$ cat src/rtl/chacha_pkg.sv
// rtl/chacha_pkg.sv - shared types and constants for the ChaCha20 block sequencer
package chacha_pkg;

  typedef logic [31:0] word_t;

  typedef enum logic [2:0] {
    ST_IDLE,
    ST_CLEAR,
    ST_LOAD,
    ST_ROUND,
    ST_ADD,
    ST_OUT,
    ST_DONE
  } state_t;

  localparam int    CHACHA_ROUNDS  = 20;
  localparam word_t CHACHA_CTR_MAX = 32'hFFFF_FFFF;

endpackage

$ cat src/rtl/chacha_round_ctr.sv
// rtl/chacha_round_ctr.sv - round index counter; flags the last round and column/diagonal parity
module chacha_round_ctr #(
  parameter int ROUNDS = 20
) (
  input  logic clk,
  input  logic rst,
  input  logic clr,
  input  logic en,
  output logic last,
  output logic diag
);

  localparam int IW = $clog2(ROUNDS);

  logic [IW-1:0] r_idx;

  // Index parks on the last round so it never wraps past ROUNDS-1.
  always_ff @(posedge clk or posedge rst) begin
    if (rst) begin
      r_idx <= '0;
    end else if (clr) begin
      r_idx <= '0;
    end else if (en && !last) begin
      r_idx <= r_idx + IW'(1);
    end
  end

  assign last = (r_idx == IW'(ROUNDS - 1));
  assign diag = r_idx[0];

endmodule

$ cat src/rtl/chacha_block_ctrl.sv
// rtl/chacha_block_ctrl.sv - ChaCha20 block sequencer: clear/load/rounds/add/output for a run of blocks
// Optional abort input enabled by defining CHACHA_BLOCK_ABORT_EN.
module chacha_block_ctrl
  import chacha_pkg::*;
#(
  parameter int ROUNDS = CHACHA_ROUNDS,
  parameter int NB_W   = 16
) (
  input  logic            clk,
  input  logic            rst,
  input  logic            start,
  input  word_t           init_ctr,
  input  logic [NB_W-1:0] num_blocks,
`ifdef CHACHA_BLOCK_ABORT_EN
  input  logic            abort,
`endif
  output logic            ready,
  output logic            clr_matrix,
  output logic            load_state,
  output word_t           block_ctr,
  output logic            qr_en,
  output logic            qr_diag,
  output logic            add_en,
  output logic            ks_valid,
  input  logic            ks_ready,
  output logic            done,
  output logic            ctr_err
);

  state_t          r_state;
  state_t          w_state_nxt;
  word_t           r_block_ctr;
  logic [NB_W-1:0] r_remaining;
  logic            w_last;
  logic            w_diag;
  logic            w_hs;
  logic            w_ctr_err_nxt;

  logic r_ready, r_clr, r_load, r_qr_en, r_qr_diag, r_add, r_ks_valid, r_done, r_ctr_err;

`ifdef CHACHA_BLOCK_ABORT_EN
  logic r_abort_pend;
`endif

  chacha_round_ctr #(
    .ROUNDS(ROUNDS)
  ) u_round_ctr (
    .clk (clk),
    .rst (rst),
    .clr (r_state == ST_LOAD),
    .en  (r_state == ST_ROUND),
    .last(w_last),
    .diag(w_diag)
  );

  always_comb begin
    w_state_nxt   = r_state;
    w_ctr_err_nxt = 1'b0;
    w_hs          = (r_state == ST_OUT) && ks_ready;
    case (r_state)
      ST_IDLE:  if (start && (num_blocks != '0)) w_state_nxt = ST_CLEAR;
      ST_CLEAR: w_state_nxt = ST_LOAD;
      ST_LOAD:  w_state_nxt = ST_ROUND;
      ST_ROUND: if (w_last) w_state_nxt = ST_ADD;
      ST_ADD:   w_state_nxt = ST_OUT;
      ST_OUT: begin
        if (ks_ready) begin
          if (r_remaining == NB_W'(1)) begin
            w_state_nxt = ST_DONE;
          end else if (r_block_ctr == CHACHA_CTR_MAX) begin
            w_state_nxt   = ST_DONE;
            w_ctr_err_nxt = 1'b1;
          end else begin
            w_state_nxt = ST_LOAD;
          end
        end
      end
      ST_DONE:  w_state_nxt = ST_IDLE;
      default:  w_state_nxt = ST_IDLE;
    endcase
`ifdef CHACHA_BLOCK_ABORT_EN
    if ((r_state == ST_CLEAR) && r_abort_pend) w_state_nxt = ST_IDLE;
    // Abort wins over a same-cycle handshake; an abort during CLEAR reuses that clear pulse.
    if (abort && (r_state != ST_IDLE)) begin
      w_state_nxt   = (r_state == ST_CLEAR) ? ST_IDLE : ST_CLEAR;
      w_ctr_err_nxt = 1'b0;
      w_hs          = 1'b0;
    end
`endif
  end

  always_ff @(posedge clk or posedge rst) begin
    if (rst) begin
      r_state     <= ST_IDLE;
      r_block_ctr <= '0;
      r_remaining <= '0;
    end else begin
      r_state <= w_state_nxt;
      if ((r_state == ST_IDLE) && (w_state_nxt == ST_CLEAR)) begin
        r_block_ctr <= init_ctr;
        r_remaining <= num_blocks;
      end else if (w_hs) begin
        r_remaining <= r_remaining - NB_W'(1);
        if (w_state_nxt == ST_LOAD) r_block_ctr <= r_block_ctr + 32'd1;
      end
    end
  end

`ifdef CHACHA_BLOCK_ABORT_EN
  always_ff @(posedge clk or posedge rst) begin
    if (rst) begin
      r_abort_pend <= 1'b0;
    end else if (abort && (r_state != ST_IDLE) && (r_state != ST_CLEAR)) begin
      r_abort_pend <= 1'b1;
    end else if (r_state == ST_CLEAR) begin
      r_abort_pend <= 1'b0;
    end
  end
`endif

  // Outputs are registered decodes of the next state, so each lines up with its state.
  always_ff @(posedge clk or posedge rst) begin
    if (rst) begin
      r_ready    <= 1'b1;
      r_clr      <= 1'b0;
      r_load     <= 1'b0;
      r_qr_en    <= 1'b0;
      r_qr_diag  <= 1'b0;
      r_add      <= 1'b0;
      r_ks_valid <= 1'b0;
      r_done     <= 1'b0;
      r_ctr_err  <= 1'b0;
    end else begin
      r_ready    <= (w_state_nxt == ST_IDLE);
      r_clr      <= (w_state_nxt == ST_CLEAR);
      r_load     <= (w_state_nxt == ST_LOAD);
      r_qr_en    <= (w_state_nxt == ST_ROUND);
      r_qr_diag  <= (w_state_nxt == ST_ROUND) && (r_state == ST_ROUND) && !w_diag;
      r_add      <= (w_state_nxt == ST_ADD);
      r_ks_valid <= (w_state_nxt == ST_OUT);
      r_done     <= (w_state_nxt == ST_DONE);
      r_ctr_err  <= w_ctr_err_nxt;
    end
  end

  assign ready      = r_ready;
  assign clr_matrix = r_clr;
  assign load_state = r_load;
  assign block_ctr  = r_block_ctr;
  assign qr_en      = r_qr_en;
  assign qr_diag    = r_qr_diag;
  assign add_en     = r_add;
  assign ks_valid   = r_ks_valid;
  assign done       = r_done;
  assign ctr_err    = r_ctr_err;

endmodule

$ cat config.mk
export PLATFORM = sky130hd
export DESIGN_NAME = chacha_block_ctrl
export DESIGN_NICKNAME = d
export VERILOG_FILES = /design/src/rtl/chacha_pkg.sv /design/src/rtl/chacha_round_ctr.sv /design/src/rtl/chacha_block_ctrl.sv
export SDC_FILE = /design/constraint.sdc
export NUM_CORES = 1
export LEC_CHECK = 0
export BUFFER_PORTS_ARGS = -buffer_cell sky130_fd_sc_hd__buf_4
export CAP_MARGIN = 10
export CELL_PAD_IN_SITES_DETAIL_PLACEMENT = 1
export CELL_PAD_IN_SITES_GLOBAL_PLACEMENT = 2
export CORE_ASPECT_RATIO = 2
export CORE_MARGIN = 1.5
export CORE_UTILIZATION = 34
export CTS_CLUSTER_SIZE = 24
export DETAILED_ROUTE_END_ITERATION = 8
export PLACE_DENSITY = 0.93
export SYNTH_ARGS = -nofsm -noshare
export SYNTH_HDL_FRONTEND = slang
export SYNTH_SLANG_ARGS = --single-unit
export TNS_END_PERCENT = 30
$ cat constraint.sdc
create_clock -name clk -period 3.8 [get_ports clk]
set_clock_uncertainty 0.2 [all_clocks]
set_input_delay 0.38 -clock clk [delete_from_list [all_inputs] [get_ports clk]]
set_output_delay 0.38 -clock clk [all_outputs]
set_load 0.01 [all_outputs]
==> flow_summary.yaml, run 1 <==
placed_design:
  placement.setup.worst_slack_ps: 883
  final_hpwl_from_detailed_placement_um: 8640
  routabilityCongestion: 0.876
  place_area_mm2: 0.00443
  port-buffer-count: 92
die:
  die_width_um: 75.7
  floorplan.initialDensity_pct: 35.1
  design.core.area_mm2: 0.0102
  top_level_ports: 93
  core.rowCount: 52
  die_footprint_mm2: 0.0112
  die_height_um: 148
drt:
  drcViolationCount: 0
  post_drt_wl_per_cell_um: 18.2
  drt_pre_antenna_iters: 4
  vias_per_cell: 5.63
  totalWireLength_um: 11500
  num_vias: 3566
  routed_antenna_nets: 0
  detailedRoute.firstIterationViolations: 173
cts:
  cts_root_buffer: "sky130_fd_sc_hd__clkbuf_16"
  cts-htree-levels: 3
  worst_skew_pair.late_latency_ps: 330
  clock_sink_count: 65
  cts_tree: "built"
  max_root_sink_buffers: 2
  post_cts_resized: 0
  post_cts_buffers: 0
  cts-hold-fix-buffers: 0
  cts_buffers: 9
  cts.reportedPaths.clkPinSlew_ps: 60
timing:
  tightest_slew_ps: 995
  final_critical_path_required_period_ps: 2930
  fin_hold_ws_ps: 46.4
  unrepaired_setup_endpoints_after_global_routing: "no"
  fin_setup_tns_ps: 0
  report.final.slew_viol_count: 0
  final-setup-viol-count: 0
  hold_viol: 0
  layout_worst_path_cycle_share_pct: 77.1
  slew-limit-headroom_pct: 32.7
  layout_setup_ws_ps: 869
  max_freq_mhz: 341
yosys:
  yosys_warnings: 0
  syn-num-nets: 456
  post_synthesis_sequential_element_count: 65
  synth-edff-count: 0
  synth.top_cells.by_count: "sky130_fd_sc_hd__dfrtp_1, sky130_fd_sc_hd__nand2_1, sky130_fd_sc_hd__o21ai_0, sky130_fd_sc_hd__nor2_1, sky130_fd_sc_hd__nand3_1"
  syn_area_per_cell_um2: 8.97
  yosys-top-cells-area: "sky130_fd_sc_hd__dfrtp_1, sky130_fd_sc_hd__nand2_1, sky130_fd_sc_hd__o21ai_0"
  unique_masters_post_synth: 60
  synthArstFlopShare_pct: 100
  synth_area_mm2: 0.00359
  synthCells: 400
  synthDominantAreaCellType: "sky130_fd_sc_hd__dfrtp_1"
  dominantRegCellSynth: "sky130_fd_sc_hd__dfrtp_1"
  synth_seq_area_share_pct: 45.3
  yosys.area.top_type_share_pct: 44.6
  yosys.cell_count.top_type: "sky130_fd_sc_hd__dfrtp_1"
global_route:
  grt_remaining_overflow: 0
  grt_pass1_vias: 3781
  overall_routing_resource_usage_pct: 21.9
  grt_start_max_net_pins: 63
  grt_antenna_before_repair: 0
  grt_first_pass_wirelength_um: 18400
flow_run:
  cap_viol_max_count: 0
critical_path:
  cpMaxStageDelayCell: "sky130_fd_sc_hd__or4_4"
  critical_path_arrival_ps: 2910
  path_buf_inv: 1
  path_max_fanout: 11
  worst_path_dominant_cell_family: "simple AND/OR/NAND/NOR gates"
  longest_individual_stage_delay_on_the_worst_path_ps: 610
  timing.critical_path.from_type: "register"
  worst-endpoint-required_ps: 3780
  worst_setup_path_end_kind: "register"
  criticalPathCategory: "register to register"
  worstPathCellList: "ha_1 > nand4_1 > or4_4 > nor4_4 > buf_4 > o21ai_0 > a21oi_1 > a311oi_1"
final_layout:
  n_antenna_cell: 0
  syn_to_final_growth_pct: 31.6
  finish.net_count: 549
  post_route_cells_drive_above_1_share_pct: 26.1
  final_design_area_no_fill_mm2: 0.00472
  fillCellCount: 1246
pwr:
  total_leakage_power_nw: 2.00
  power_density_cells_mw_per_mm2: 703
  p_total_mw: 3.32
  irDropWorstVdd_mv: 0.270
run_status:
  run_status: "completed"
min_path:
  holdCritPathClass: "input pin to register"
## metrics by stage
stage               utilization [%]  std cells
floorplan                         -        400
global placement               43.3        617
detailed placement             43.3        617
CTS                            46.2        633
global route                   46.2        633
finish                         46.2        633
## logic make-up (layout without fill, tap and decap cells)
| kind of cell | count (synthesis) | in the layout | share of synthesized area [%] |
|---|---|---|---|
| AND/OR/NAND/NOR | 191 | 191 | 27.8 |
| adder cells (fa/ha/maj) | 4 | 4 | 1.39 |
| XOR/XNOR | 18 | 18 | 4.39 |
| AO/OA/AOI/OAI | 94 | 94 | 17.5 |
| flip-flops | 65 | 65 | 45.3 |
| buffers and inverters | 27 | 125 | 3.28 |
| multiplexers | 1 | 1 | 0.314 |
## layout by cell type, fill, tap and decap left out, types with 4 or more instances in the layout
| cell type | n |
|---|---|
| sky130_fd_sc_hd__nor4_1 | 16 |
| sky130_fd_sc_hd__nand2_1 | 56 |
| sky130_fd_sc_hd__nor2b_1 | 4 |
| sky130_fd_sc_hd__nand4_1 | 9 |
| sky130_fd_sc_hd__nor3_1 | 18 |
| sky130_fd_sc_hd__nor2_1 | 30 |
| sky130_fd_sc_hd__and3_1 | 8 |
| sky130_fd_sc_hd__clkbuf_16 | 9 |
| sky130_fd_sc_hd__ha_1 | 4 |
| sky130_fd_sc_hd__o21ai_0 | 33 |
| sky130_fd_sc_hd__xnor2_1 | 17 |
| sky130_fd_sc_hd__inv_1 | 7 |
| sky130_fd_sc_hd__dfrtp_1 | 64 |
| sky130_fd_sc_hd__a221o_1 | 8 |
| sky130_fd_sc_hd__a21oi_1 | 15 |
| sky130_fd_sc_hd__o211ai_1 | 5 |
| sky130_fd_sc_hd__nand3_1 | 22 |
| sky130_fd_sc_hd__buf_4 | 100 |
| sky130_fd_sc_hd__a22o_1 | 4 |
## per-layer routing
metal | GRT usage (%) | share of wire [%] | up-vias
li1 | - | - | 1679
met1 | 23.0 | 36 | 1775
met2 | 40.1 | 57 | 92
met3 | 3.66 | 3.8 | 20
met4 | 10.4 | 2.7 | 0
met5 | 0 | 0 | -
## registers in the layout (all words and copies together), names as in the netlist, 3 cells and up
register and count:
block_ctr 32, r_remaining 16, u_round_ctr.r_idx 5, r_state 3
## final timing paths
kind	from	to	slack, ps	depth (start not counted)
worst max-delay path	block_ctr[0]	block_ctr[20]	870	8
worst min-delay path	init_ctr[12]	block_ctr[12]	50	3
worst max register to register	block_ctr[0]	block_ctr[20]	870	8
worst min register to register	u_round_ctr.r_idx[4]	u_round_ctr.r_idx[4]	290	1
max in group asynchronous	rst	block_ctr[31]	2450	3
min in group asynchronous	rst	clr_matrix	90	2
## worst min-delay path, cell delays in order
cell	delay (ps)
sky130_fd_sc_hd__buf_4	80
sky130_fd_sc_hd__nand2_1	30
sky130_fd_sc_hd__o21ai_0	50
## cell type report
class                           count  area, um2  area share (%)
Clock buffer                       11        243            5.14
Tap cell                          135        169            3.58
Sequential cell                    65       1630            34.5
Timing Repair Buffer              100        751            15.9
Inverter                            9       33.8           0.715
Multi-Input combinational cell    308       1840            39.0
Clock inverter                      5       55.1            1.17
## where the power goes
| part | switching, mW | internal (mW) |
|---|---|---|
| logic | 0.526 | 0.582 |
| registers | 0.389 | 0.993 |
| clock network | 0.307 | 0.523 |
| total | 1.22 | 2.10 |
No activity file was read; power rests on OpenSTA's default activity.
==> inputs of run 2 (changes only) <==
CORE_UTILIZATION = 31   (was 34)
PLACE_DENSITY = 0.86   (was 0.93)
clock period = 3 ns   (was 3.8 ns; I/O delays follow)
==> run 2 against run 1 <==
Against the previous run: worst hold slack worse by 31 ps; utilization fell by 2.3 points; first-iteration DRC count rose by 0.58%; critical path depth shrank 1; sequential cell count unchanged; largest power group unchanged.
==> flow_summary.yaml, run 2 (synthesis gave the netlist of run 1 again) <==
cts:
  cts_buffers: 9
  cts.reportedPaths.clkPinSlew_ps: 60
  cts_root_buffer: "sky130_fd_sc_hd__clkbuf_16"
  worst_skew_pair.late_latency_ps: 340
  max_root_sink_buffers: 2
  post_cts_resized: 0
  cts-htree-levels: 3
  cts-hold-fix-buffers: 18
  post_cts_buffers: 0
  clock_sink_count: 65
  cts_tree: "built"
placed_design:
  final_hpwl_from_detailed_placement_um: 9420
  place_area_mm2: 0.00450
  port-buffer-count: 92
  placed_cells: 631
  routabilityCongestion: 0.896
  placement.setup.worst_slack_ps: 240
final_layout:
  final_design_area_no_fill_mm2: 0.00496
  multi_input_comb_area_mm2: 0.00184
  n_antenna_cell: 0
  finish.net_count: 574
  fin_cells: 664
  area.sequential_mm2: 0.00163
  flip_flop_count_of_the_largest_register_after_layout: 32
  syn_to_final_growth_pct: 38.2
  fillCellCount: 1351
  mostFrequentLayoutCell: "sky130_fd_sc_hd__buf_4"
  post_route_cells_drive_above_1_share_pct: 26.1
  layout_common_cells: "sky130_fd_sc_hd__buf_4, sky130_fd_sc_hd__dfrtp_1, sky130_fd_sc_hd__nand2_1"
  final_core_utilization_pct: 44.0
drt:
  totalWireLength_um: 12600
  detailedRoute.firstIterationViolations: 174
  drcViolationCount: 0
  routed_antenna_nets: 0
  vias_per_cell: 5.54
  post_drt_wl_per_cell_um: 19.0
  num_vias: 3677
  drt_pre_antenna_iters: 4
pwr:
  power_density_cells_mw_per_mm2: 855
  part_of_the_power_in_the_clock_network_pct: 23.8
  p_total_mw: 4.24
  irDropWorstVdd_mv: 0.343
  total_switching_power_mw: 1.60
  total_leakage_power_nw: 2.11
  netSwitchingFraction_pct: 37.7
  p_int_mw: 2.64
  comb_power_share_pct: 34.6
  power.share.sequential_pct: 41.5
min_path:
  holdCritPathClass: "input pin to register"
  hold_start: "num_blocks[3]"
  whs_endpoint: "r_remaining[3]"
  worstHoldPathCells: 2
timing:
  fin_hold_ws_ps: 15.0
  final-setup-viol-count: 0
  unrepaired_setup_endpoints_after_global_routing: "no"
  fin_setup_tns_ps: 0
  layout_setup_ws_ps: 211
  hold_viol: 0
  max_freq_mhz: 359
  tightest_slew_ps: 860
  layout_worst_path_cycle_share_pct: 93.0
  final_critical_path_required_period_ps: 2790
  report.final.slew_viol_count: 0
  slew-limit-headroom_pct: 42.7
die:
  die_footprint_mm2: 0.0123
  floorplan.initialDensity_pct: 31.8
  die_width_um: 79.1
  die_height_um: 155
  top_level_ports: 93
  core.rowCount: 55
  design.core.area_mm2: 0.0113
critical_path:
  timing.critical_path.from_type: "register"
  worst-endpoint-required_ps: 2980
  critical_path_arrival_ps: 2770
  regToRegSetupSlack_ps: 210
  path_max_fanout: 7
  reg2regPathDepth: 7
  rr_startpoint: "block_ctr[0]"
  r2r-end: "block_ctr[20]"
  worst_setup_path_end_kind: "register"
  criticalPathCategory: "register to register"
global_route:
  grt_antenna_before_repair: 0
  grt_start_max_net_pins: 66
  grt_remaining_overflow: 0
  grt_pass1_vias: 4115
  grt_first_pass_wirelength_um: 20700
  overall_routing_resource_usage_pct: 22.0
run_status:
  run_status: "completed"
flow_run:
  cap_viol_max_count: 0
run 2: changes by cell type in the layout (fill, tap and decap cells not counted):
cell,before,now
sky130_fd_sc_hd__bufinv_16,1,0
sky130_fd_sc_hd__buf_12,0,1
sky130_fd_sc_hd__buf_4,100,106
sky130_fd_sc_hd__clkinvlp_4,2,1
sky130_fd_sc_hd__dlygate4sd3_1,0,18
sky130_fd_sc_hd__clkinv_2,2,1
sky130_fd_sc_hd__clkbuf_8,1,3
run 2: final cells by class:
| class | count | share of cell area (%) |
|---|---|---|
| timing repair buffer | 125 | 20.1 |
| tap | 142 | 3.58 |
| clock inverter | 2 | 0.252 |
| sequential | 65 | 32.8 |
| multi-input combinational | 308 | 37.2 |
| clock buffer | 13 | 5.45 |
| inverter | 9 | 0.681 |
run 2: metal layers:
metal  global-route usage, %  up-vias  part of all wire (%)
li1                        -     1730                     -
met5                       0        -                     0
met1                    22.0     1818                    35
met3                    3.99       29                   3.8
met4                    11.4        0                   3.3
met2                    41.9      100                    58
run 2: worst max-delay path, stage by stage (launching register included):
cell and delay [ps]:
sky130_fd_sc_hd__dfrtp_1 430, sky130_fd_sc_hd__ha_1 250, sky130_fd_sc_hd__nand4_1 130, sky130_fd_sc_hd__or4_4 570, sky130_fd_sc_hd__nor4_4 350, sky130_fd_sc_hd__o21ai_0 370
sky130_fd_sc_hd__a21oi_1 270, sky130_fd_sc_hd__a311oi_1 70
run 2: worst max-delay path by stage:
stage / start / end / cells past startpoint
finish: block_ctr[0] / block_ctr[20] / 7
CTS: num_blocks[4] / block_ctr[20] / 9
floorplan: block_ctr[0] / block_ctr[2] / 8
global placement: block_ctr[0] / block_ctr[24] / 7
detailed placement: block_ctr[0] / block_ctr[14] / 8
global route: block_ctr[0] / block_ctr[14] / 8
run 2: power groups by stage:
stage          combinational [mW]  clock (mW)  sequential, mW
2_1_floorplan               0.719           0            1.73
3_3_place_gp                 1.39           0            1.74
3_5_place_dp                 1.46           0            1.76
4_1_cts                      1.49        1.03            1.75
5_1_grt                      1.63        1.06            1.82
6_report                     1.47        1.01            1.76
